<file path="config.mk">
export PLATFORM = sky130hd
export DESIGN_NAME = acc_window_monitor
export DESIGN_NICKNAME = d
export VERILOG_FILES = /design/src/rtl/acc_mon_pkg.sv /design/src/rtl/acc_rec_fifo.sv /design/src/rtl/acc_window_monitor.sv
export SDC_FILE = /design/constraint.sdc
export NUM_CORES = 1
export LEC_CHECK = 0
export BUFFER_PORTS_ARGS = -buffer_cell sky130_fd_sc_hd__buf_2
export CAP_MARGIN = 15
export CORE_UTILIZATION = 45
export CTS_BUF_LIST = sky130_fd_sc_hd__clkbuf_2
export CTS_CLUSTER_DIAMETER = 200
export DETAILED_ROUTE_END_ITERATION = 7
export MAX_ROUTING_LAYER = met4
export PLACE_DENSITY = 0.67
export SYNTH_ARGS = -nofsm -noshare
export SYNTH_HDL_FRONTEND = slang
export SYNTH_HIERARCHICAL = 1
export SYNTH_SLANG_ARGS = --single-unit
</file>
<file path="constraint.sdc">
create_clock -name clk -period 5.1 [get_ports clk]
set_clock_uncertainty 0.2 [all_clocks]
set_input_delay 1.02 -clock clk [delete_from_list [all_inputs] [get_ports clk]]
set_output_delay 1.02 -clock clk [all_outputs]
set_load 0.01 [all_outputs]
</file>
<file path="src/rtl/acc_mon_pkg.sv">
// rtl/acc_mon_pkg.sv - shared widths, record type and pointer sizing for the window monitor
package acc_mon_pkg;

  localparam int SUM_W_DEF  = 8;
  localparam int WINDOW_DEF = 4;
  localparam int DEPTH_DEF  = 4;
  localparam int DROP_W_DEF = 8;

  // One extra pointer bit separates full from empty when the indices match.
  function automatic int ptr_w(input int depth);
    return $clog2(depth) + 1;
  endfunction

  localparam int PTR_W_DEF = ptr_w(DEPTH_DEF);

  typedef struct packed {
    logic [SUM_W_DEF-1:0] delta;
    logic                 over;
    logic [SUM_W_DEF-1:0] peak;
  } acc_rec_t;

endpackage

</file>
<file path="src/rtl/acc_rec_fifo.sv">
// rtl/acc_rec_fifo.sv - synchronous first-word fall-through FIFO over an arbitrary record type
module acc_rec_fifo
  import acc_mon_pkg::*;
#(
  parameter type rec_t = acc_rec_t,
  parameter int  DEPTH = DEPTH_DEF
) (
  input  logic clk,
  input  logic rst,
  input  logic i_push,
  input  logic i_pop,
  input  rec_t i_data,
  output rec_t o_data,
  output logic o_full,
  output logic o_empty
);

  localparam int PTR_W = ptr_w(DEPTH);
  localparam int AW    = PTR_W - 1;

  logic [PTR_W-1:0] r_wr_ptr;
  logic [PTR_W-1:0] r_rd_ptr;
  rec_t             r_mem [DEPTH];
  logic             w_do_push;
  logic             w_do_pop;

  assign o_empty = (r_wr_ptr == r_rd_ptr);
  assign o_full  = (r_wr_ptr[AW] != r_rd_ptr[AW]) &&
                   (r_wr_ptr[AW-1:0] == r_rd_ptr[AW-1:0]);

  // A pop frees the head slot on the same edge, so a full FIFO can still accept.
  assign w_do_pop  = i_pop && !o_empty;
  assign w_do_push = i_push && (!o_full || w_do_pop);

  assign o_data = r_mem[r_rd_ptr[AW-1:0]];

  always_ff @(posedge clk) begin
    if (!rst) begin
      r_wr_ptr <= '0;
      r_rd_ptr <= '0;
      for (int i = 0; i < DEPTH; i++) begin
        r_mem[i] <= '0;
      end
    end else begin
      if (w_do_push) begin
        r_mem[r_wr_ptr[AW-1:0]] <= i_data;
        r_wr_ptr                <= r_wr_ptr + 1'b1;
      end
      if (w_do_pop) begin
        r_rd_ptr <= r_rd_ptr + 1'b1;
      end
    end
  end

endmodule

</file>
<file path="src/rtl/acc_window_monitor.sv">
// rtl/acc_window_monitor.sv - per-window sum increment monitor with record FIFO; ACC_WIN_PEAK_EN adds peak tracking
module acc_window_monitor
  import acc_mon_pkg::*;
#(
  parameter int SUM_W  = SUM_W_DEF,
  parameter int WINDOW = WINDOW_DEF,
  parameter int DEPTH  = DEPTH_DEF,
  parameter int DROP_W = DROP_W_DEF
) (
  input  logic              clk,
  input  logic              rst,
  input  logic              en,
  input  logic              clear,
  input  logic [SUM_W-1:0]  sum,
  input  logic [SUM_W-1:0]  threshold,
  output logic              out_valid,
  input  logic              out_ready,
  output logic [SUM_W-1:0]  out_delta,
  output logic              out_over,
  output logic [SUM_W-1:0]  out_peak,
  output logic [DROP_W-1:0] drop_cnt
);

  localparam int                WIN_W    = $clog2(WINDOW);
  localparam logic [WIN_W-1:0]  WIN_LAST = WIN_W'(WINDOW - 1);
  localparam logic [DROP_W-1:0] DROP_MAX = '1;

  typedef struct packed {
    logic [SUM_W-1:0] delta;
    logic             over;
`ifdef ACC_WIN_PEAK_EN
    logic [SUM_W-1:0] peak;
`endif
  } rec_t;

  logic [WIN_W-1:0]  r_win_cnt;
  logic [SUM_W-1:0]  r_prev_sum;
  logic [DROP_W-1:0] r_drop_cnt;
  logic              w_capture;
  logic              w_pop;
  logic              w_full;
  logic              w_empty;
  logic [SUM_W-1:0]  w_delta;
  rec_t              w_rec;
  rec_t              w_head;

  // clear wins over capture; modulo subtraction absorbs accumulator wrap.
  assign w_capture = en && !clear && (r_win_cnt == WIN_LAST);
  assign w_delta   = sum - r_prev_sum;
  assign w_pop     = out_valid && out_ready;

`ifdef ACC_WIN_PEAK_EN
  logic [SUM_W-1:0] r_peak;
  logic [SUM_W-1:0] w_peak_next;

  assign w_peak_next = (sum > r_peak) ? sum : r_peak;

  always_ff @(posedge clk) begin
    if (!rst || clear || w_capture) begin
      r_peak <= '0;
    end else if (en) begin
      r_peak <= w_peak_next;
    end
  end
`endif

  always_comb begin
    w_rec       = '0;
    w_rec.delta = w_delta;
    w_rec.over  = (w_delta > threshold);
`ifdef ACC_WIN_PEAK_EN
    w_rec.peak  = w_peak_next;
`endif
  end

  always_ff @(posedge clk) begin
    if (!rst) begin
      r_win_cnt  <= '0;
      r_prev_sum <= '0;
      r_drop_cnt <= '0;
    end else begin
      if (clear) begin
        r_win_cnt  <= '0;
        r_prev_sum <= sum;
      end else if (en) begin
        r_win_cnt <= (r_win_cnt == WIN_LAST) ? '0 : r_win_cnt + 1'b1;
        if (w_capture) begin
          r_prev_sum <= sum;
        end
      end
      if (w_capture && w_full && !w_pop && (r_drop_cnt != DROP_MAX)) begin
        r_drop_cnt <= r_drop_cnt + 1'b1;
      end
    end
  end

  acc_rec_fifo #(
    .rec_t (rec_t),
    .DEPTH (DEPTH)
  ) u_fifo (
    .clk     (clk),
    .rst     (rst),
    .i_push  (w_capture),
    .i_pop   (w_pop),
    .i_data  (w_rec),
    .o_data  (w_head),
    .o_full  (w_full),
    .o_empty (w_empty)
  );

  assign out_valid = !w_empty;
  assign out_delta = w_head.delta;
  assign out_over  = w_head.over;
  assign drop_cnt  = r_drop_cnt;
`ifdef ACC_WIN_PEAK_EN
  assign out_peak  = w_head.peak;
`else
  assign out_peak  = '0;
`endif

endmodule

</file>
==> impl_summary.md, run 1 <==
Place
The congestion estimate from routability-driven global placement came to between 0.8 and 0.9. The port buffer count is 38. The HPWL after detailed placement is 4720 um.

Routing
The total via count in the routed design is between 2000 and 2500. After detailed routing, the number of remaining DRC violations is 0. The total detailed-routing wirelength is about 6600 um. The detailed router's first-iteration violation count is 87. The wire length per cell is 14.1 um. The routed via count divided by cell count is a little over 5. In this run the remaining antenna-violating nets after routing total 0. The length of the first detailed-routing pass in iterations is 4.

Job
The number of maximum-capacitance violations is 0.

Timing
The worst path needs between 3000 and 4000 ps of the cycle, external delays included. The number of endpoints with negative hold slack in the final report is 0. The number of max-slew violations in the final report is 0. The maximum clock rate is ~280 MHz. The worst pin sits at a relative slew slack of 37.3%. The final total negative setup slack is 0 ps. The actual transition at the worst max-transition pin is 935 ps.

Setup repair after global routing left no endpoint under its margin. The post-route clock period utilization is 68.9%. The number of endpoints failing setup at the final stage is 0.

Power and ir drop
IR analysis of the VDD net gives a maximum drop of ~0.00011 V. In this run the static leakage power is 1.57 nW. The power per standard cell area is 260 nW/um^2.

Yosys
After synthesis, the most frequently instantiated cells are edfxtp_1 (36), inv_1 (34), nand2_1 (33), dfxtp_1 (26), nor3_1 (22). The number of different library cells used by synthesis comes to 52. The mapped netlist covers ~3400 um^2. The flop and latch count out of synthesis is 62. The average footprint of a synthesized cell is 10.5 um^2. Sequential elements use 46.7% of the synthesized area. The Yosys step of the flow raised 6 warnings.

The instance count of the mapped netlist is between 300 and 400. In the post-synthesis netlist, the cell with the most instances is edfxtp_1. The cell type with the largest total area after synthesis is edfxtp_1.

Yosys mapped a number of flops with a built-in enable equal to 36. For this run, the leading register cell type out of synthesis is edfxtp_1. The async set-reset flop share out of synthesis is 0%.

Sorting the synthesized cells by area gives the leading types as edfxtp_1 (32%), dfxtp_1 (15%), ha_1 (6.9%). The top cell type's share of synthesized area is a little under a third.

Worst setup path
The type of destination of the critical path is a flop. In this run the worst path has a maximum fanout of 4. The worst endpoint required time is 5170 ps. The critical path startpoint category is an input pin.

The worst setup path is of the input pin to flop kind. The largest single stage delay on the critical path is 410 ps. The critical-path cell with the highest stage delay is fa_1. The critical path goes through buf_2, inv_1, ha_1, fa_1, nor2b_1, o21ai_0, nand2b_1, a2111oi_0, nand3b_1, ha_1, and4_1, a221oi_1, a31oi_1, inv_1, nor4_1. At the worst endpoint, the arrival time is 3580 ps.

GRT
The number of global-route vias before repair is 2323. Summed over all layers, the global routing overflow is 0. For this run, the total global-route usage over all layers was measured as 18.8%. The number of antenna violations at the first check in global routing came to 0. The first global-routing pass estimated 10800 um of wire. The pin count of the biggest net entering global routing is 40.

Finish
The share of layout cells above drive strength 1 is between 10% and 20%. The number of nets in the final layout is 403. The antenna diode instance count is 0.

The filler cells instantiated in the layout total 720. The core occupancy in the finished layout is between 50% and 60%. The area added between synthesis and finish is 9.82%.

Clock tree
The count of cells resized by post-cts repair is 0. The deepest level of the CTS H-tree is 3. Clock tree synthesis inserted a total of 9 buffers. The longest clock path from root to sink contains 2 buffers. The master cell of the clock root buffer is clkbuf_2. The clock sink total is 62. After clock tree synthesis, the clock-pin slew on the worst setup and hold paths is 190 ps. The worst-skew pair later-pin latency is roughly 470 ps.

TritonCTS built the clock tree. The number of buffers added to fix hold violations after cts is 0. In this run the post-CTS setup repair buffer count came out at 0.

Hold path
The tightest min-delay check is of the flop to flop type.

Floorplanning
The total number of placement rows is 31. The die width is 89.3 um. The effective utilization at floorplan is 47.0%. The area of the die is 7970 um^2. The area of the core is 7290 um^2. The overall die height is 89.3 um. The count of pins on the block boundary is 47.

Outcome
The flow ran to the end, and the final reports show no timing, DRC or antenna violations.
routing by layer:
metal	part of all wire, %	track usage (%)	vias up	wire [um]
met5	0	-	-	0
met4	1.6	7.36	0	104
met3	3.6	3.79	12	239
met2	48	30.3	49	3180
met1	46	23.2	1126	3050
li1	-	-	1229	-
area by class of cell:
cell class              count  area, um^2  share of cell area, %
clock buffers              10        50.0                   1.33
clock inverters             6        62.6                   1.66
flip-flops and latches     62        1600                   42.6
inverters                  34         128                   3.39
multi-input cells         213        1580                   41.9
well taps                  99         124                   3.29
repair buffers             42         220                   5.85
cell families (layout without fill, tap and decap cells):
| logic type | Yosys count | after routing | share of synthesized area [%] |
|---|---|---|---|
| AOI/OAI and AO/OA | 44 | 44 | 9.49 |
| DFF | 62 | 62 | 46.7 |
| adders and majority gates | 20 | 20 | 7.52 |
| other | 1 | 8 | 0.109 |
| buffers and inverters | 58 | 92 | 8.00 |
| muxes | 16 | 16 | 7.96 |
| and+or+nand+nor | 109 | 109 | 16.1 |
| xor gates and xnor gates | 16 | 16 | 4.09 |
report_power, final:
group / leakage, nW / internal [mW] / switching [mW]
registers: 0.582 / 0.541 / 0.00481
logic: 0.926 / 0.0531 / 0.0821
clock network: 0.0656 / 0.113 / 0.184
stage by stage:
step | hold WS, ps | total power [mW] | cells | instance area (um^2) | setup WS, ps
floorplan | 232 | 0.656 | 333 | 3450 | 1500
global placement | 238 | 0.687 | 450 | 3650 | 1260
detailed placement | 244 | 0.692 | 450 | 3650 | 1150
CTS | 267 | 0.990 | 466 | 3760 | 1630
global route | 293 | 1.03 | 466 | 3760 | 1390
finish | 263 | 0.978 | 466 | 3760 | 1590
final timing paths:
path | from | end | slack [ps] | cells past startpoint
max | sum[0] | u_fifo/r_mem[0][0] | 1590 | 15
min reg2reg | r_prev_sum[4] | r_prev_sum[4] | 260 | 2
min | r_prev_sum[4] | r_prev_sum[4] | 260 | 2
max reg2reg | u_fifo/r_wr_ptr[1] | u_fifo/r_mem[2][2] | 1640 | 10
critical path: cells and delay by family:
| kind | cells | cell delay [ps] |
|---|---|---|
| simple gates | 5 | 990 |
| fa+ha+maj | 3 | 940 |
| compound gates | 4 | 430 |
| buf+inv | 3 | 220 |
sequential cells by signal, summed over array words and instances (netlist names), named ones only:
register / count
u_fifo/r_rd_ptr: 3
r_win_cnt: 2
u_fifo/r_mem: 36
r_prev_sum: 8
drop_cnt: 8
u_fifo/r_wr_ptr: 3
layout by cell type (no fill, tap or decap), types with 4 or more instances in the layout:
master     n
buf_2     38
edfxtp_1  36
inv_1     34
nand2_1   33
dfxtp_1   26
nor3_1    22
ha_1      19
nor2_1    17
a21oi_1   12
nor4_1    11
xnor2_1   10
clkbuf_2  10
mux4_2     9
nand2b_1   8
conb_1     8
mux2i_1    7
xor2_1     6
o21ai_0    5
nand3_1    5
buf_4      4
Power figures use the tool's default switching activity.
==> inputs of run 2 (changes only) <==
--- a/config.mk
+++ b/config.mk
@@ -5,6 +5,7 @@
 export SDC_FILE = /design/constraint.sdc
 export NUM_CORES = 1
 export LEC_CHECK = 0
+export ABC_AREA = 1
 export BUFFER_PORTS_ARGS = -buffer_cell sky130_fd_sc_hd__buf_2
 export CAP_MARGIN = 15
 export CORE_UTILIZATION = 45
@@ -12,7 +13,7 @@
 export CTS_CLUSTER_DIAMETER = 200
 export DETAILED_ROUTE_END_ITERATION = 7
 export MAX_ROUTING_LAYER = met4
-export PLACE_DENSITY = 0.67
+export PLACE_DENSITY = 0.69
 export SYNTH_ARGS = -nofsm -noshare
 export SYNTH_HDL_FRONTEND = slang
 export SYNTH_HIERARCHICAL = 1
==> constraint.sdc (replaced) <==
create_clock -name clk -period 3 [get_ports clk]
set_clock_uncertainty 0.2 [all_clocks]
set_input_delay 0.6 -clock clk [delete_from_list [all_inputs] [get_ports clk]]
set_output_delay 0.6 -clock clk [all_outputs]
set_load 0.01 [all_outputs]
==> run 2 against run 1 <==
Net effect: via count increased by 21%; synthesized cell count up 31%; non-clock buffer count rose by 18; first-iteration DRC count grew 14%; sequential power rose by 70%; total power rose by 84%.
==> impl_summary.md, run 2 <==
Timing
The worst path needs 2740 ps of the cycle, external delays included. The worst pin sits at a relative slew slack of 63.0%. Setup violations remaining at the end of the flow were counted as 0. The actual transition at the worst max-transition pin is 554 ps. The number of max-slew violations in the final report is 0. Setup repair after global routing left no endpoint under its margin. The worst path uses 91.4% of the clock period.

The maximum clock rate is 365 MHz. For the final routed database, the setup TNS stands at 0 ps. The number of endpoints with negative hold slack in the final report is 0.

Power and ir drop
The switching fraction of total power is between 20 and 30%. Across the VDD grid, the largest voltage drop is 0.000244 V. The internal power of the cells totals around 1.3 mW. Summed over all cells, the static leakage comes to ~1.9 nW. The sequential cell fraction of total power is 51.6%. Combinational logic is responsible for 16.5% of the overall power. The power consumption is 1.80 mW.

The share of power burned in the clock network is 31.8%. The switching power is 0.490 mW. The power per standard cell area is 431 nW/um^2.

Yosys
The mux cell area share after synthesis is 0%. Among all flip-flop cells after synthesis, the most frequent one is edfxtp_1. Summing the areas of all compound-gate instances in the mapped netlist gives a little under a tenth of the synthesized area. The largest total area in the synthesized netlist belongs to edfxtp_1. After Yosys synthesis, XOR and XNOR cells account for approximately 2.1% of the synthesized area. The portion of the post-synthesis area used by sequential elements is a little over two fifths. The synthesized netlist occupies a cell area of 3670 um^2.

By area, the combinational part of the netlist is dominated by simple AND/OR/NAND/NOR gates. The flop and latch count out of synthesis is 62. In the synthesized netlist the async set-or-reset flop fraction comes to 0%.

The share of synthesized area in the top cell type comes to just under 30%. After Yosys synthesis, full adders, half adders and majority gates account for roughly 7% of the synthesized area. The instance count of the mapped netlist is 427.

Yosys mapped the design onto 39 distinct sky130hd cell types. After synthesis, the cell types taking the most area are edfxtp_1 (29%), dfxtp_1 (14%), nor3_2 (7.4%). The synthesized design contains 36 enable-type register cells. The number of synthesis warnings is 6. After Yosys synthesis, and, or, nand and nor cells account for between 20% and 30% of the synthesized area. Ranked by instance count, the synthesized netlist is headed by nand2_1 (68), inv_1 (60), nor2_1 (60), edfxtp_1 (36), o21ai_0 (34).

In this run the mean area of a mapped cell was 8.61 um^2. The most frequent cell after synthesis is nand2_1.

Routing
The detailed router's first-iteration violation count is 99. The wire length per cell is 12.3 um. The length of the first detailed-routing pass in iterations is 4. Wires add up to 7290 um. The remaining number of nets flagged by the antenna check after routing is 0. The routed via count divided by cell count is 4.93. Summing over every cut layer, the via total after detailed routing is roughly 3000. In the routed design, unresolved DRC markers number 0.

Finish
u_fifo/r_mem holds more flip-flops than any other register. After the flow finishes, the layout carries non-filler instances totaling about 590. The most frequent standard cell in the layout excluding fill and tap cells is nand2_1. 0 antenna diodes ended up in the layout. The area added between synthesis and finish is 13.6%. In the layout the commonest cells are nand2_1 (68), inv_1 (60), nor2_1 (60). The share of layout cells above drive strength 1 is about a quarter. The final design area excluding fillers is about 4200 um^2. The number of nets in the final layout is 526. The flip-flop count of the largest register after layout is 36. The core occupancy in the finished layout is 53.4%.

Worst setup path
In this run the worst path has a maximum fanout of 4. STA puts the critical path data arrival time at between 2000 and 3000 ps. The critical path startpoint category is a flop. The type of destination of the critical path is a flop.

The critical path is of the flop to flop type. The worst endpoint required time is 3050 ps.

Job
The number of maximum-capacitance violations is 0.

Place
The weighted congestion reported at the end of routability-driven placement is ~0.85. The number of placed instances, taps included, is 576. The area of placed instances is 4040 um^2. Summed over all nets, the half-perimeter wirelength after detailed placement is roughly 5200 um. The port buffer count is 38.

Floorplanning
The floorplan step set the die width to 92.4 um. The floorplan step defined a die boundary enclosing 8530 um^2. The floorplan step defined a core boundary enclosing 7810 um^2.

The overall die height is roughly 92 um. The count of pins on the block boundary is 47. Row generation in the floorplan step produced 32 rows. The effective utilization at floorplan is 47.1%.

GRT
Entering global routing, the biggest net connects 23 pins. The number of antenna violations at the first check in global routing came to 0. The overall track demand over capacity in global routing is 19.3%. The total congestion overflow is 0. The number of global-route vias before repair is 2764.

The first global-routing pass estimated 12400 um of wire.

Clock tree
The number of buffers inserted by post-CTS setup repair is 0. The H-tree was split into 3 levels. The master cell of the clock root buffer is clkbuf_2. The longest clock path from root to sink contains 2 buffers.

The tree built by TritonCTS fans out to 62 sinks. For the worst-skew pair, the clock arrives at the later sink with an insertion delay of about 500 ps. The CTS tree is done. The clock-pin slew on the worst setup and hold paths is 160 ps. The number of clock buffers added by TritonCTS is 9.

Hold path
The class of the tightest hold or removal check is input pin to flop.

Outcome
The run finished with clean final reports.
run 2: changes by cell type in the layout (fill, tap and decap cells not counted), moves of 8 or more:
| cell | delta |
|---|---|
| buf_4 | +18 |
| inv_1 | +26 |
| mux4_2 | -9 |
| nand2_1 | +35 |
| nand2b_1 | -8 |
| nand3_1 | +9 |
| nor2_1 | +43 |
| nor3_1 | -19 |
| nor3_2 | +26 |
| nor4_1 | -11 |
| o21ai_0 | +27 |
| o22ai_1 | +9 |
run 2: area by class of cell:
class | instances | area [um^2]
Fill cell | 740 | 3630
Clock inverter | 5 | 75.1
Tap cell | 102 | 128
Clock buffer | 10 | 50.0
Sequential cell | 62 | 1600
Timing Repair Buffer | 60 | 355
Multi-Input combinational cell | 290 | 1730
Inverter | 62 | 235
run 2: per-layer routing:
layer | part of all wire (%) | global-route usage, % | vias up | wire, um
met4 | 1.4 | 8.07 | 0 | 99
li1 | - | - | 1504 | -
met2 | 48 | 31.2 | 67 | 3500
met3 | 4.6 | 3.37 | 10 | 335
met5 | 0 | - | - | 0
met1 | 46 | 23.9 | 1333 | 3350
run 2: kinds of logic (layout without fill, tap and decap cells):
kind of cell,after synthesis,in the layout
AOI/OAI and AO/OA,66,66
xor gates and xnor gates,8,8
adders and majority gates,20,20
buffers and inverters,82,137
DFF,62,62
other,1,8
and+or+nand+nor,188,188
run 2: path summary, 6_finish.rpt:
check	from	endpoint	slack (ps)	depth (start not counted)
setup / recovery	r_prev_sum[0]	u_fifo/r_mem[1][0]	260	14
hold / removal	sum[0]	r_prev_sum[0]	160	3
setup reg to reg	r_prev_sum[0]	u_fifo/r_mem[1][0]	260	14
hold reg to reg	r_prev_sum[4]	r_prev_sum[4]	260	2
run 2: timing repair:
action                     in CTS  in global routing
setup endpoints to repair       0                  4
hold buffers                    0                  0
resized for setup               0                  2
run 2: through the flow:
step                      worst slack (ps)  hold slack, ps
after floorplan                       50.1             233
after global placement                -105             241
after detailed placement              -203             250
after CTS                              153             129
after global routing                  29.3             131
final                                  257             164
run 2: power by group through the flow:
stage	logic, mW	clock network (mW)	registers (mW)
2_1_floorplan	0.198	0	0.946
3_3_place_gp	0.287	0	0.947
3_5_place_dp	0.296	0	0.947
4_1_cts	0.298	0.590	0.929
5_1_grt	0.341	0.621	0.932
6_report	0.297	0.572	0.928
run 2: worst max-delay path, stage by stage (launching register included):
cell,delay (ps)
dfxtp_1,340
ha_1,200
fa_1,410
o21ai_2,170
nand2_1,80
nand3_1,70
nand2_1,80
ha_1,270
nand2_1,60
nor2_1,150
nand2_1,70
nor3_1,130
a21oi_1,60
inv_1,140
nor3_2,70
==> inputs of run 3 (changes only) <==
--- a/config.mk
+++ b/config.mk
@@ -11,6 +11,7 @@
 export CORE_UTILIZATION = 45
 export CTS_BUF_LIST = sky130_fd_sc_hd__clkbuf_2
 export CTS_CLUSTER_DIAMETER = 200
+export CTS_CLUSTER_SIZE = 12
 export DETAILED_ROUTE_END_ITERATION = 7
 export MAX_ROUTING_LAYER = met4
 export PLACE_DENSITY = 0.69
==> constraint.sdc (replaced) <==
create_clock -name clk -period 3 [get_ports clk]
set_clock_uncertainty 0.2 [all_clocks]
set_input_delay 0.15 -clock clk [delete_from_list [all_inputs] [get_ports clk]]
set_output_delay 0.15 -clock clk [all_outputs]
set_load 0.01 [all_outputs]
==> run 3 against run 2 <==
Net effect: global-route usage up 0.73 points; die area unchanged; combinational power down 1%; cell area up 3.6%; maximum frequency down 4.4%; final cell count up 2.0%; non-clock buffer count up 11; utilization up 1.9 points; clock power up 3%; largest cell class unchanged; largest power group unchanged.
==> impl_summary.md, run 3 (same netlist as run 2, synthesis figures left out) <==
Power and ir drop
The power per standard cell area is 419 nW/um^2. The peak supply drop is 0.000218 V. After layout, the design draws a total of around 1.8 mW.

The leakage power is slightly below 2 nW. The sequential cell fraction of total power is 51.3%. The part of the total power dissipated in combinational logic is 16.2%. The switching power is 0.511 mW. Of the total power, the share spent switching nets is 28.2%. Per report_power, the clock group accounts for 32.5% of the total. The internal portion of the total power is 1.30 mW.

Worst setup path
For the worst setup path, the data arrival time is ~2900 ps. The worst endpoint required time is 3070 ps. In this run the critical register-to-register path is launched from r_prev_sum[0].

The start point of the critical path is r_prev_sum[0]. The critical path startpoint category is a flop. The worst setup path is captured at a flop. The setup check on the worst reg-to-reg path leaves a slack of around 130 ps. The worst setup path is of the flop to flop kind.

The peak fanout along the critical path is 4.

Clock tree
The worst-skew pair later-pin latency is 490 ps. The deepest level of the CTS H-tree is 3. The number of clock buffers added by TritonCTS is 9. The clock sink total is between 60 and 70. The clock-pin slew on the worst setup and hold paths is 190 ps.

The clock passes through at most 2 buffers. The number of buffers inserted by post-CTS setup repair is 0. The root buffer cell chosen for the clock tree is clkbuf_2. The CTS tree is done.

GRT
The pin count of the biggest net entering global routing is 29. The number of global-route vias before repair is about 2800. The first global-routing pass estimated 12800 um of wire. Global routing finished with a remaining overflow of 0. The number of antenna violations at the first check in global routing is 0. Global routing used 20.1% of the available tracks.

Timing
Derived from the worst setup path, the maximum achievable clock frequency is 348 MHz. The final critical path time including I/O delays and setup is between 2000 and 3000 ps. The worst slew margin relative to its limit is a little under two thirds. The actual transition at the worst max-transition pin is 540 ps. The number of max-slew violations in the final report was 0. The number of endpoints with negative hold slack in the final report came to 0. The post-route clock period utilization is 95.7%.

Across all hold checks on the routed design, the worst slack comes to 267 ps. The number of endpoints failing setup at the final stage is 0.

Finish
The area taken by flip-flops and latches is roughly 1600 um^2. 0 antenna diodes ended up in the layout. The most frequent standard cell in the layout excluding fill and tap cells is nand2_1. The area added between synthesis and finish is 17.6%. The register with the highest flop count is u_fifo/r_mem. The finished cells cover 4320 um^2. The flip-flop count of the largest register after layout is 36. The number of nets in the final layout is 537. The share of layout cells above drive strength 1 is 21.0%.

The top cell types in the final layout, fill and taps aside, are nand2_1 (68), inv_1 (60), nor2_1 (60). In the final layout, the multi-input gates occupy 1730 um^2. The filler cell count in the final layout is around 740.

Outcome
The run finished with clean final reports.

Floorplanning
The effective utilization at floorplan is 47.1%. The die width is 92.4 um. The die covers 8530 um^2. The floorplan step set the die height to 92.4 um. After floorplanning, the core was divided into 32 placement rows. The core region is 7810 um^2.

During I/O placement, the number of pins put on the boundary was 47.

Job
The tool flagged a number of max-cap violations equal to 0.

Hold path
The path class of the tightest hold or removal check is flop to flop. The worst hold path startpoint is r_prev_sum[6].

Routing
The post-route DRC violation count is 0. The total via count in the routed design is 2978. Using the TritonRoute via totals, the vias-per-cell ratio works out to 4.94. The remaining number of nets flagged by the antenna check after routing is 0.

The total detailed-routing wirelength is 7520 um. The length of the first detailed-routing pass in iterations is 4. The detailed router finished its first iteration with 118 violations. After detailed routing, the average wire length per cell comes to 12.5 um.

Place
The detailed placer's ending HPWL is 5170 um. The area of placed instances is 3950 um^2. The port buffer count is 38. The weighted congestion reported at the end of routability-driven placement is 0.833.
run 3: cell count changes in the layout (fill, tap and decap cells not counted), sizes merged:
cell and change:
clkinvlp +2, dlygate4sd3 +23, clkbuf -1, buf -12
run 3: path summary, 6_finish.rpt:
kind                            cells after the start                  to
worst min-delay path                                2       r_prev_sum[6]
worst max register to register                     14  u_fifo/r_mem[1][0]
worst min register to register                      2       r_prev_sum[6]
worst max-delay path                               14  u_fifo/r_mem[1][0]
run 3: power groups by stage:
stage	clock [mW]	combinational, mW	sequential (mW)
floorplan	0	0.198	0.946
global placement	0	0.255	0.947
detailed placement	0	0.265	0.948
CTS	0.597	0.288	0.929
global route	0.640	0.332	0.932
finish	0.589	0.293	0.929
run 3: through the flow:
step / setup WS [ps] / TNS, ps / instances / utilization [%]
global placement: 214 / 0 / 564 / 50.6
global route: -3.78 / -3.78 / 603 / 55.4
detailed placement: 71.7 / 0 / 564 / 50.6
CTS: 60.8 / 0 / 603 / 55.3
floorplan: 245 / 0 / 434 / -
finish: 129 / 0 / 603 / 55.4
run 3: area by class of cell:
class | instances | area share [%]
Clock buffer | 9 | 1.04
Clock inverter | 7 | 2.06
Inverter | 62 | 5.44
Multi-Input combinational cell | 290 | 40.0
Sequential cell | 62 | 37.1
Tap cell | 102 | 2.95
Timing Repair Buffer | 71 | 11.5
run 3: worst max-delay path, stage by stage, from the launching register on:
cell and delay [ps]:
dfxtp_1 350, ha_1 210, fa_1 440, o21ai_2 200, nand2_1 90, nand3_1 80, nand2_1 90, ha_1 290
nand2_1 60, nor2_1 150, nand2_1 60, nor3_1 140, a21oi_1 60, inv_1 160, nor3_2 70
run 3: timing repair:
| action | CTS | global route |
|---|---|---|
| hold endpoints to repair | 25 | 0 |
| gates resized for setup | 0 | 3 |
| setup endpoints to repair | 0 | 4 |
| hold buffers | 23 | 0 |
run 3: per-layer routing:
layer  GRT usage, %  part of all wire (%)  up-vias
li1               -                     -     1532
met1           24.1                    45     1364
met2           33.6                    48       70
met3           3.61                   4.4       12
met4           7.68                   1.9        0
met5              -                     0        -
